**config.mk**
```make
export PLATFORM = sky130hd
export DESIGN_NAME = instr_loader_flat
export DESIGN_NICKNAME = d
export VERILOG_FILES = /design/src/rtl/mips_pkg.sv /design/src/rtl/instr_loader_if.sv /design/src/rtl/instr_encode.sv /design/src/rtl/instr_loader.sv /design/src/flat_wrapper.sv
export SDC_FILE = /design/constraint.sdc
export NUM_CORES = 1
export LEC_CHECK = 0
export CELL_PAD_IN_SITES_DETAIL_PLACEMENT = 0
export CELL_PAD_IN_SITES_GLOBAL_PLACEMENT = 1
export CORE_MARGIN = 3
export CORE_UTILIZATION = 33
export CTS_CLUSTER_SIZE = 25
export DETAILED_ROUTE_END_ITERATION = 7
export GPL_TIMING_DRIVEN = 0
export PLACE_DENSITY_LB_ADDON = 0.08
export SLEW_MARGIN = 20
export SYNTH_ARGS = -nofsm -noshare
export SYNTH_HDL_FRONTEND = slang
export SYNTH_SLANG_ARGS = --single-unit
```
**constraint.sdc**
```tcl
create_clock -name clk -period 4.1 [get_ports clk]
set_input_delay 1.025 -clock clk [delete_from_list [all_inputs] [get_ports clk]]
set_output_delay 1.025 -clock clk [all_outputs]
set_load 0.02 [all_outputs]
```
**src/rtl/mips_pkg.sv**
```systemverilog
// rtl/mips_pkg.sv - MIPS opcode, field-width and loader-state definitions
// Shared by instr_encode, instr_loader_if and instr_loader.
// Optional feature macro: LOADER_NOP_PAD_EN (adds the PAD loader state).
package mips_pkg;

    localparam int OP_W     = 6;
    localparam int REG_W    = 5;
    localparam int FUNCT_W  = 6;
    localparam int IMM_W    = 16;
    localparam int TARGET_W = 26;
    localparam int WORD_W   = 32;

    localparam logic [OP_W-1:0] R_FORMAT = 6'd0;
    localparam logic [OP_W-1:0] J        = 6'd2;
    localparam logic [OP_W-1:0] BEQ      = 6'd4;
    localparam logic [OP_W-1:0] BNE      = 6'd5;
    localparam logic [OP_W-1:0] ADDI     = 6'd8;
    localparam logic [OP_W-1:0] LW       = 6'd35;
    localparam logic [OP_W-1:0] SW       = 6'd43;

    // Reported in err_op when the program does not fit in memory.
    localparam logic [OP_W-1:0] OVF_CODE = 6'h3F;

    typedef enum logic [2:0] {
        ST_IDLE,
        ST_LOAD,
        ST_WRITE,
`ifdef LOADER_NOP_PAD_EN
        ST_PAD,
`endif
        ST_DONE,
        ST_ERROR
    } loader_state_t;

endpackage

```
**src/rtl/instr_loader_if.sv**
```systemverilog
// rtl/instr_loader_if.sv - field-bundle handshake, memory write and status bundle
// master: program source (drives start and field bundles, observes status).
// slave : instr_loader (accepts bundles, drives memory write port and status).
interface instr_loader_if
    import mips_pkg::*;
#(
    parameter int ADDR_W = 6
) ();
    logic                start;
    logic                in_valid;
    logic                in_ready;
    logic [OP_W-1:0]     in_op;
    logic [REG_W-1:0]    in_rs;
    logic [REG_W-1:0]    in_rt;
    logic [REG_W-1:0]    in_rd;
    logic [REG_W-1:0]    in_shamt;
    logic [FUNCT_W-1:0]  in_funct;
    logic [IMM_W-1:0]    in_imm;
    logic [TARGET_W-1:0] in_target;
    logic                in_last;
    logic                mem_we;
    logic [ADDR_W-1:0]   mem_addr;
    logic [WORD_W-1:0]   mem_wdata;
    logic                cpu_hold;
    logic                done;
    logic                err;
    logic [OP_W-1:0]     err_op;
    logic [ADDR_W:0]     count;

    modport master (
        output start, in_valid, in_op, in_rs, in_rt, in_rd, in_shamt,
               in_funct, in_imm, in_target, in_last,
        input  in_ready, mem_we, mem_addr, mem_wdata, cpu_hold, done,
               err, err_op, count
    );

    modport slave (
        input  start, in_valid, in_op, in_rs, in_rt, in_rd, in_shamt,
               in_funct, in_imm, in_target, in_last,
        output in_ready, mem_we, mem_addr, mem_wdata, cpu_hold, done,
               err, err_op, count
    );
endinterface

```
**src/rtl/instr_encode.sv**
```systemverilog
// rtl/instr_encode.sv - combinational MIPS field-to-word encoder
// Ports: i_op/i_rs/i_rt/i_rd/i_shamt/i_funct/i_imm/i_target fields in,
//        o_word encoded instruction, o_legal high for supported opcodes.
module instr_encode
    import mips_pkg::*;
(
    input  logic [OP_W-1:0]     i_op,
    input  logic [REG_W-1:0]    i_rs,
    input  logic [REG_W-1:0]    i_rt,
    input  logic [REG_W-1:0]    i_rd,
    input  logic [REG_W-1:0]    i_shamt,
    input  logic [FUNCT_W-1:0]  i_funct,
    input  logic [IMM_W-1:0]    i_imm,
    input  logic [TARGET_W-1:0] i_target,
    output logic [WORD_W-1:0]   o_word,
    output logic                o_legal
);

    always_comb begin
        o_word  = '0;
        o_legal = 1'b1;
        case (i_op)
            R_FORMAT:                o_word = {R_FORMAT, i_rs, i_rt, i_rd, i_shamt, i_funct};
            LW, SW, BEQ, BNE, ADDI:  o_word = {i_op, i_rs, i_rt, i_imm};
            J:                       o_word = {i_op, i_target};
            default:                 o_legal = 1'b0;
        endcase
    end

endmodule

```
**src/rtl/instr_loader.sv**
```systemverilog
// rtl/instr_loader.sv - sequential instruction-memory loader holding the CPU until loaded
// Ports: clk, reset (async active-low), bus (instr_loader_if.slave):
//        start pulse, field bundle valid/ready/last, memory write port
//        (mem_we/mem_addr/mem_wdata), cpu_hold, done, err, err_op, count.
// Optional feature macro: LOADER_NOP_PAD_EN - zero-fill remaining addresses
//        after the last word before signalling done.
module instr_loader
    import mips_pkg::*;
#(
    parameter int ADDR_W    = 6,
    parameter int BASE_ADDR = 0
) (
    input  logic            clk,
    input  logic            reset,
    instr_loader_if.slave   bus
);

    localparam logic [ADDR_W-1:0] BASE     = ADDR_W'(BASE_ADDR);
    localparam logic [ADDR_W-1:0] ADDR_TOP = '1;

    loader_state_t       r_state;
    logic                r_in_ready;
    logic                r_mem_we;
    logic [ADDR_W-1:0]   r_mem_addr;
    logic [WORD_W-1:0]   r_mem_wdata;
    logic                r_cpu_hold;
    logic                r_done;
    logic                r_err;
    logic [OP_W-1:0]     r_err_op;
    logic [ADDR_W:0]     r_count;
    logic                r_last;

    logic [WORD_W-1:0]   w_word;
    logic                w_legal;
    logic                w_accept;
    logic                w_top;

    instr_encode u_encode (
        .i_op     (bus.in_op),
        .i_rs     (bus.in_rs),
        .i_rt     (bus.in_rt),
        .i_rd     (bus.in_rd),
        .i_shamt  (bus.in_shamt),
        .i_funct  (bus.in_funct),
        .i_imm    (bus.in_imm),
        .i_target (bus.in_target),
        .o_word   (w_word),
        .o_legal  (w_legal)
    );

    // r_in_ready is only ever high in LOAD, so this is the LOAD handshake.
    assign w_accept = bus.in_valid & r_in_ready;
    assign w_top    = (r_mem_addr == ADDR_TOP);

    always_ff @(posedge clk or negedge reset) begin
        if (!reset) begin
            r_state     <= ST_IDLE;
            r_in_ready  <= 1'b0;
            r_mem_we    <= 1'b0;
            r_mem_addr  <= BASE;
            r_mem_wdata <= '0;
            r_cpu_hold  <= 1'b1;
            r_done      <= 1'b0;
            r_err       <= 1'b0;
            r_err_op    <= '0;
            r_count     <= '0;
            r_last      <= 1'b0;
        end else begin
            case (r_state)
                ST_IDLE, ST_DONE, ST_ERROR: begin
                    if (bus.start) begin
                        r_state    <= ST_LOAD;
                        r_in_ready <= 1'b1;
                        r_mem_addr <= BASE;
                        r_cpu_hold <= 1'b1;
                        r_done     <= 1'b0;
                        r_err      <= 1'b0;
                        r_err_op   <= '0;
                        r_count    <= '0;
                    end
                end

                ST_LOAD: begin
                    if (w_accept) begin
                        r_in_ready <= 1'b0;
                        if (w_legal) begin
                            r_state     <= ST_WRITE;
                            r_mem_wdata <= w_word;
                            r_mem_we    <= 1'b1;
                            // The source may drop in_last after the handshake.
                            r_last      <= bus.in_last;
                        end else begin
                            r_state  <= ST_ERROR;
                            r_err    <= 1'b1;
                            r_err_op <= bus.in_op;
                        end
                    end
                end

                ST_WRITE: begin
                    r_mem_we <= 1'b0;
                    r_count  <= r_count + (ADDR_W+1)'(1);
                    if (r_last) begin
`ifdef LOADER_NOP_PAD_EN
                        if (!w_top) begin
                            // Zero (NOP) fill starts at the next address.
                            r_state     <= ST_PAD;
                            r_mem_addr  <= r_mem_addr + ADDR_W'(1);
                            r_mem_wdata <= '0;
                            r_mem_we    <= 1'b1;
                        end else begin
                            r_state    <= ST_DONE;
                            r_done     <= 1'b1;
                            r_cpu_hold <= 1'b0;
                        end
`else
                        r_state    <= ST_DONE;
                        r_done     <= 1'b1;
                        r_cpu_hold <= 1'b0;
`endif
                    end else if (w_top) begin
                        // Memory is full but the program has more words.
                        r_state  <= ST_ERROR;
                        r_err    <= 1'b1;
                        r_err_op <= OVF_CODE;
                    end else begin
                        r_state    <= ST_LOAD;
                        r_mem_addr <= r_mem_addr + ADDR_W'(1);
                        r_in_ready <= 1'b1;
                    end
                end

`ifdef LOADER_NOP_PAD_EN
                ST_PAD: begin
                    r_count <= r_count + (ADDR_W+1)'(1);
                    if (w_top) begin
                        r_state    <= ST_DONE;
                        r_mem_we   <= 1'b0;
                        r_done     <= 1'b1;
                        r_cpu_hold <= 1'b0;
                    end else begin
                        r_mem_addr <= r_mem_addr + ADDR_W'(1);
                    end
                end
`endif

                default: begin
                    r_state    <= ST_IDLE;
                    r_in_ready <= 1'b0;
                    r_mem_we   <= 1'b0;
                    r_cpu_hold <= 1'b1;
                end
            endcase
        end
    end

    assign bus.in_ready  = r_in_ready;
    assign bus.mem_we    = r_mem_we;
    assign bus.mem_addr  = r_mem_addr;
    assign bus.mem_wdata = r_mem_wdata;
    assign bus.cpu_hold  = r_cpu_hold;
    assign bus.done      = r_done;
    assign bus.err       = r_err;
    assign bus.err_op    = r_err_op;
    assign bus.count     = r_count;

endmodule

```
**src/flat_wrapper.sv**
```systemverilog
// flat-port wrapper written by rule: the top's interface ports become plain ports
module instr_loader_flat import mips_pkg::*;
#(
    parameter int ADDR_W    = 6,
    parameter int BASE_ADDR = 0
)
  (clk, reset, bus_start, bus_in_valid, bus_in_op, bus_in_rs, bus_in_rt, bus_in_rd, bus_in_shamt, bus_in_funct, bus_in_imm, bus_in_target, bus_in_last, bus_in_ready, bus_mem_we, bus_mem_addr, bus_mem_wdata, bus_cpu_hold, bus_done, bus_err, bus_err_op, bus_count);
  instr_loader_if #(.ADDR_W(ADDR_W)) bus_i ();
  input  logic clk;
  input  logic reset;
  input wire logic [$bits(bus_i.start)-1:0] bus_start;
  input wire logic [$bits(bus_i.in_valid)-1:0] bus_in_valid;
  input wire logic [$bits(bus_i.in_op)-1:0] bus_in_op;
  input wire logic [$bits(bus_i.in_rs)-1:0] bus_in_rs;
  input wire logic [$bits(bus_i.in_rt)-1:0] bus_in_rt;
  input wire logic [$bits(bus_i.in_rd)-1:0] bus_in_rd;
  input wire logic [$bits(bus_i.in_shamt)-1:0] bus_in_shamt;
  input wire logic [$bits(bus_i.in_funct)-1:0] bus_in_funct;
  input wire logic [$bits(bus_i.in_imm)-1:0] bus_in_imm;
  input wire logic [$bits(bus_i.in_target)-1:0] bus_in_target;
  input wire logic [$bits(bus_i.in_last)-1:0] bus_in_last;
  output wire logic [$bits(bus_i.in_ready)-1:0] bus_in_ready;
  output wire logic [$bits(bus_i.mem_we)-1:0] bus_mem_we;
  output wire logic [$bits(bus_i.mem_addr)-1:0] bus_mem_addr;
  output wire logic [$bits(bus_i.mem_wdata)-1:0] bus_mem_wdata;
  output wire logic [$bits(bus_i.cpu_hold)-1:0] bus_cpu_hold;
  output wire logic [$bits(bus_i.done)-1:0] bus_done;
  output wire logic [$bits(bus_i.err)-1:0] bus_err;
  output wire logic [$bits(bus_i.err_op)-1:0] bus_err_op;
  output wire logic [$bits(bus_i.count)-1:0] bus_count;
  assign bus_i.start = bus_start;
  assign bus_i.in_valid = bus_in_valid;
  assign bus_i.in_op = bus_in_op;
  assign bus_i.in_rs = bus_in_rs;
  assign bus_i.in_rt = bus_in_rt;
  assign bus_i.in_rd = bus_in_rd;
  assign bus_i.in_shamt = bus_in_shamt;
  assign bus_i.in_funct = bus_in_funct;
  assign bus_i.in_imm = bus_in_imm;
  assign bus_i.in_target = bus_in_target;
  assign bus_i.in_last = bus_in_last;
  assign bus_in_ready = bus_i.in_ready;
  assign bus_mem_we = bus_i.mem_we;
  assign bus_mem_addr = bus_i.mem_addr;
  assign bus_mem_wdata = bus_i.mem_wdata;
  assign bus_cpu_hold = bus_i.cpu_hold;
  assign bus_done = bus_i.done;
  assign bus_err = bus_i.err;
  assign bus_err_op = bus_i.err_op;
  assign bus_count = bus_i.count;
  instr_loader #(.ADDR_W(ADDR_W), .BASE_ADDR(BASE_ADDR)) u_core (.clk(clk), .reset(reset), .bus(bus_i));
endmodule
```
After elaboration in Yosys (flattened, before gate mapping)
Cells that the tools add are included.
Widths: inputs -> output; s select.
{"block": "word_totals", "ff_bits": 60}
{"block": "op_classes", "n_addsub": 2, "n_eq_ne": 19, "mux": 37, "bitwise": 3, "reduce_logical": 16}
{"cell": "$pmux 32 s3", "count": 1}
{"cell": "$mux 6", "count": 7}
{"cell": "$eq 6x6->1 const B", "count": 3}
{"cell": "$pmux 6 s3", "count": 1}
{"cell": "$mux 3", "count": 5}
{"cell": "$mux 1", "count": 14}
{"cell": "$pmux 7 s2", "count": 1}
{"cell": "$eq 6x3->1 const B", "count": 2}
{"cell": "$pmux 6 s2", "count": 1}
{"cell": "$reduce_and 3->1", "count": 4}
{"cell": "$ne 2x2->1 const B", "count": 5}
{"cell": "$pmux 1 s3", "count": 3}
{"cell": "$pmux 3 s3", "count": 1}
{"cell": "$reduce_and 4->1", "count": 2}
{"cell": "$add 7x1->7 const B", "count": 1}
{"cell": "$mux 7", "count": 1}
{"cell": "$reduce_or 7->1", "count": 1}
{"cell": "$add 6x1->6 const B", "count": 1}
{"cell": "$eq 3x2->1 const B", "count": 2}
{"cell": "$eq 6x2->1 const B", "count": 1}
{"cell": "$eq 6x4->1 const B", "count": 1}
{"cell": "$logic_not 6->1", "count": 1}
{"cell": "$ne 2x1->1 const B", "count": 3}
{"cell": "$reduce_and 6->1", "count": 1}
{"cell": "other kinds (11)", "count": 14}

Depth between registers and ports, before layout
{"block": "depth", "ltp_word": 6, "ltp_mapped": 7, "mapped_depth_nobuf": 6}

Cells and area by module
From an unflattened synthesis, not the netlist that was laid out.
{"block": "hier_totals", "cells_unflattened": 297, "area_unflattened_um2": 3358.2}
{"mod": "instr_loader", "instances": 1, "cells_each": 228, "area_per_inst_um2": 2680.1, "seq_area_each_um2": 1502.7}
{"mod": "instr_encode", "instances": 1, "cells_each": 69, "area_per_inst_um2": 678.2, "seq_area_each_um2": 0.0}

Least setup slack after synthesis
No wires, ideal clock.
{"block": "synth_path", "path_type": "input port to flip-flop", "from": "in bus_in_op[3]", "to": "reg u_core.r_mem_wdata[27], in the netlist u_core.bus.mem_wdata[27]", "setup_time_ns": 0.119, "arrival_time_ns": 2.391, "path_slack_ns": 1.590, "stages": 7, "path_buffers": 2, "cell_sequence": "a2111oi_4 > nor3_2 > or4_1 > buf_2 > buf_6 > nor3_2 > nor2_1"}
{"block": "synth_between", "elab_chain_cells": 4}
{"item": "from (decl)", "line_no": "flat_wrapper.sv:13", "source": "input wire logic [$bits(bus_i.in_op)-1:0] bus_in_op;"}
{"item": "$eq 6x2->1, or another cell as far along", "line_no": "instr_encode.sv:22", "source": "case (i_op)"}
{"item": "$reduce_or 7->1 (no source line)"}
{"item": "$mux 1", "line_no": "instr_encode.sv:22"}
{"item": "$reduce_and 3->1 (no source line)"}
{"item": "to (signal assigned)", "line_no": "instr_loader.sv:88", "source": "r_mem_wdata <= w_word;"}
{"item": "to (decl)", "line_no": "instr_loader.sv:25", "source": "logic [WORD_W-1:0] r_mem_wdata;"}
Parallel ways exist; a longest one is shown, timed or not.
A chain may end at the register's enable or synchronous reset.

Worst setup path in the final report
{"block": "layout_path", "from": "in bus_in_op[1]", "to": "reg u_core.r_mem_wdata[10], in the netlist u_core.bus.mem_wdata[10]"}
Same word-level chain as after synthesis.

==> summary.txt <==
Setup path
  – Crit path from: bus_in_op[1]
  – Worst path cell trace: clkdlybuf4s50_1, nor4b_2, nor2_1, a21oi_2, clkbuf_1, a222oi_1, a21oi_1
  – Critical path data required time: 4.35 ns
  – Reg2reg setup slack: 1.95 ns
  – WP data arrival: 3.38 ns
  – Levels on crit path: 7
  – Peak fanout along the critical path: 10
  – Critical Path End: u_core.bus.mem_wdata[10]
  – Top delay family on crit path: buffers and inverters
  – Crit-path max cell delay: 0.59 ns
  – FF-to-FF path depth: 6
  – Critical R2R Launch: u_core.r_state[0]
  – Crit path buffers/inverters: 2
  – CP max stage cell: clkdlybuf4s50_1
  – R2R Path End: u_core.bus.mem_addr[3]
  – Critical path class: primary input to flop
  – Setup crit end kind: flop
  – Startpoint Class: primary input

Power and ir drop
  – Total power: 2.62 mW
  – VDD IR max: 0.000293 V
  – PwrDens: 561 mW/mm^2
  – Lkg Pwr: 1.92 nW

Clock tree
  – Buffer type at the clock tree root: clkbuf_8
  – # hold bufs at CTS: 0
  – CTS clk-pin slew, worst paths: 0.06 ns
  – PostCTS Resize Cnt: 0
  – Clk buf depth: 2
  – Clk sink count: 60
  – Number of setup buffers added after CTS: 0
  – Clock buffer count from CTS: 9
  – CTS tree: built
  – H-tree depth: 3
  – Worst-skew pair later-pin latency: 0.34 ns

Drt
  – Routed WL: 9.67 mm
  – DR WL/cell: 16.6 microns
  – WL met1: 4.46 mm
  – Via-to-Cell Ratio: 5.26
  – DRC viols: 0
  – DRT antenna net count: 0
  – Top layer in use: met4
  – First-pass DRT Iterations: 5
  – Met2 routed WL: 4.57 mm
  – Total number of vias: 3,072
  – Met3 Wirelength: 510 microns
  – Initial DRC count: 198

Timing
  – Setup-failing EPs final: 0
  – Final min period: 3.13 ns
  – Relative slew slack: 56.0%
  – Final period utilization: 76.3%
  – Final hold viol count: 0
  – Slew @ Worst Pin: 0.655 ns
  – Slew Viols, Final: 0
  – Max Freq: 0.320 GHz
  – RSZ-0062 raised after global routing: no
  – Skew final: 0.0112 ns
  – Setup TNS: 0 ns

Synthesis
  – Seq/Total Area, Yosys: 49.8%
  – Post-synth top area share: 48.9%
  – Mean area per synthesized cell: 9.26 sq um
  – Syn Inst Count: 326
  – Most numerous cell in the Yosys netlist: dfrtp_1
  – Predominant post-synthesis flop cell: dfrtp_1
  – Syn Nets: 407
  – Yosys warnings: 0
  – Post-Syn Area: 0.00302 sq mm
  – Synth unique cells: 53
  – Yosys top cell by area: dfrtp_1
  – Synth area leaders: dfrtp_1, a21oi_1, a222oi_1, nor2_1, nand2_1
  – Synthesized flop and latch total: 60
  – Synth async-reset ratio: 100%
  – Most frequent cells after synthesis: dfrtp_1, a21oi_1, nor2_1, nand2_1, o21ai_0
  – Number of flops mapped to enable cells by yosys: 0

GRT
  – Initial antenna violation count: 0
  – Largest net degree at the start of global routing: 41
  – Gr usage total: 18.9%
  – Vias in the first global route: 2,955
  – Gr ovfl total: 0
  – First-pass GRT wire length: 15.2 mm

Place
  – Placer Congestion: 0.801
  – Number of I/O port buffers: 133
  – HPWL after detailed placement: 7.20 mm
  – DP Cell Count: 568

Hold path
  – Worst Hold Class: flop to flop
  – Hold_sp: u_core.bus.mem_wdata[29]

Die
  – Die H: 102 microns
  – Boundary Pins: 135
  – Initial Util: 34.3%
  – Core Area: 0.00881 sq mm
  – Rows: 34
  – Die ar.: 0.0103 sq mm
  – Die span in x: 102 microns

Layout
  – Diode count: 0
  – Layout cell share with drive strength beyond 1: 6.51%
  – Post-Layout Cell Count: 584
  – Area Overhead vs Synth: 54.9%
  – Fin nets: 552

Outcome
  – Outcome: completed

Flow run
  – Max-Cap Viols: 0
==> worst reg2reg max path: stages, from the launching register on <==
cell and delay [ns]:
dfrtp_1 0.39, clkbuf_1 0.20, nor3b_1 0.60, clkbuf_1 0.47, nand3_1 0.16, xor2_1 0.16, nor2_1 0.05
==> worst min-delay path by stage <==
stage | endpoint | slack [ns] | cells past startpoint
after floorplan | u_core.bus.cpu_hold | 0.52 | 2
after global placement | u_core.bus.mem_wdata[29] | 0.45 | 2
after detailed placement | u_core.bus.mem_wdata[29] | 0.46 | 2
after CTS | u_core.bus.mem_wdata[29] | 0.47 | 2
after global routing | u_core.bus.count[6] | 0.51 | 1
final | u_core.bus.mem_wdata[29] | 0.46 | 2
==> kinds of logic (layout without fill, tap and decap cells) <==
family | Yosys count | in the layout | share of synthesized area (%)
and+or+nand+nor | 116 | 116 | 18.5
AOI/OAI and AO/OA | 115 | 115 | 25.2
DFF | 60 | 60 | 49.8
buffers and inverters | 27 | 177 | 3.81
xor gates and xnor gates | 4 | 4 | 1.16
adders and majority gates | 2 | 2 | 0.829
muxes | 2 | 2 | 0.705
==> state kept, by name, summed over array words and instances, names as in the netlist <==
register,cells
u_core.bus.in_ready,1
u_core.bus.err_op,6
u_core.bus.mem_we,1
u_core.bus.count,7
u_core.bus.err,1
u_core.bus.cpu_hold,1
u_core.bus.mem_wdata,32
u_core.r_state,3
u_core.bus.done,1
u_core.bus.mem_addr,6
u_core.r_last,1
==> report_power, final <==
group	switching, mW	total, mW	internal (mW)	leakage, nW
sequential	0.124	0.924	0.800	0.786
clock	0.224	0.476	0.251	0.0905
combinational	0.655	1.22	0.567	1.04
total	1.00	2.62	1.62	1.92
==> metal layers <==
layer / GRT usage [%] / vias to the layer above
met5: 0 / -
met4: 6.13 / 0
met3: 3.37 / 11
met2: 29.3 / 101
met1: 26.7 / 1467
li1: - / 1493
==> stage by stage <==
step | util, % | instance area, sq um | worst slack [ns] | hold slack, ns
2_1_floorplan | - | 3020 | 1.59 | 0.519
3_3_place_gp | 50.9 | 4480 | -0.0822 | 0.452
3_5_place_dp | 51.1 | 4500 | 0.617 | 0.456
4_1_cts | 53.1 | 4670 | 0.969 | 0.470
5_1_grt | 53.1 | 4670 | 0.723 | 0.513
6_report | 53.1 | 4670 | 0.973 | 0.462
==> area by class of cell <==
cell class / count / area, sq um
sequential: 60 / 1500
multi-input combinational: 239 / 1400
inverter: 4 / 15.0
tap: 108 / 135
clock inverter: 2 / 10.0
fill: 868 / 4130
timing repair buffer: 134 / 1350
clock buffer: 14 / 163
buffer: 23 / 100
==> layout by cell type, fill, tap and decap left out, types with 2 or more instances in the layout <==
cell type	instances
inv_1	4
o21ai_1	2
a222oi_1	16
dfrtp_1	59
clkinv_2	2
and3_1	2
nor3_1	4
buf_2	5
nand3_1	10
nor2b_1	5
nor2_1	40
o221ai_1	2
nor4_1	2
clkdlybuf4s50_1	132
xor2_1	4
nor3_2	2
nand4b_1	2
a21o_1	2
o31ai_1	5
a21oi_1	47
o21a_1	2
o21ai_0	23
clkbuf_8	11
nand2_1	35
ha_1	2
nand2b_1	3
o211ai_1	3
a22o_1	2
clkbuf_1	19
Note: power is estimated with default switching activity, not from simulation.
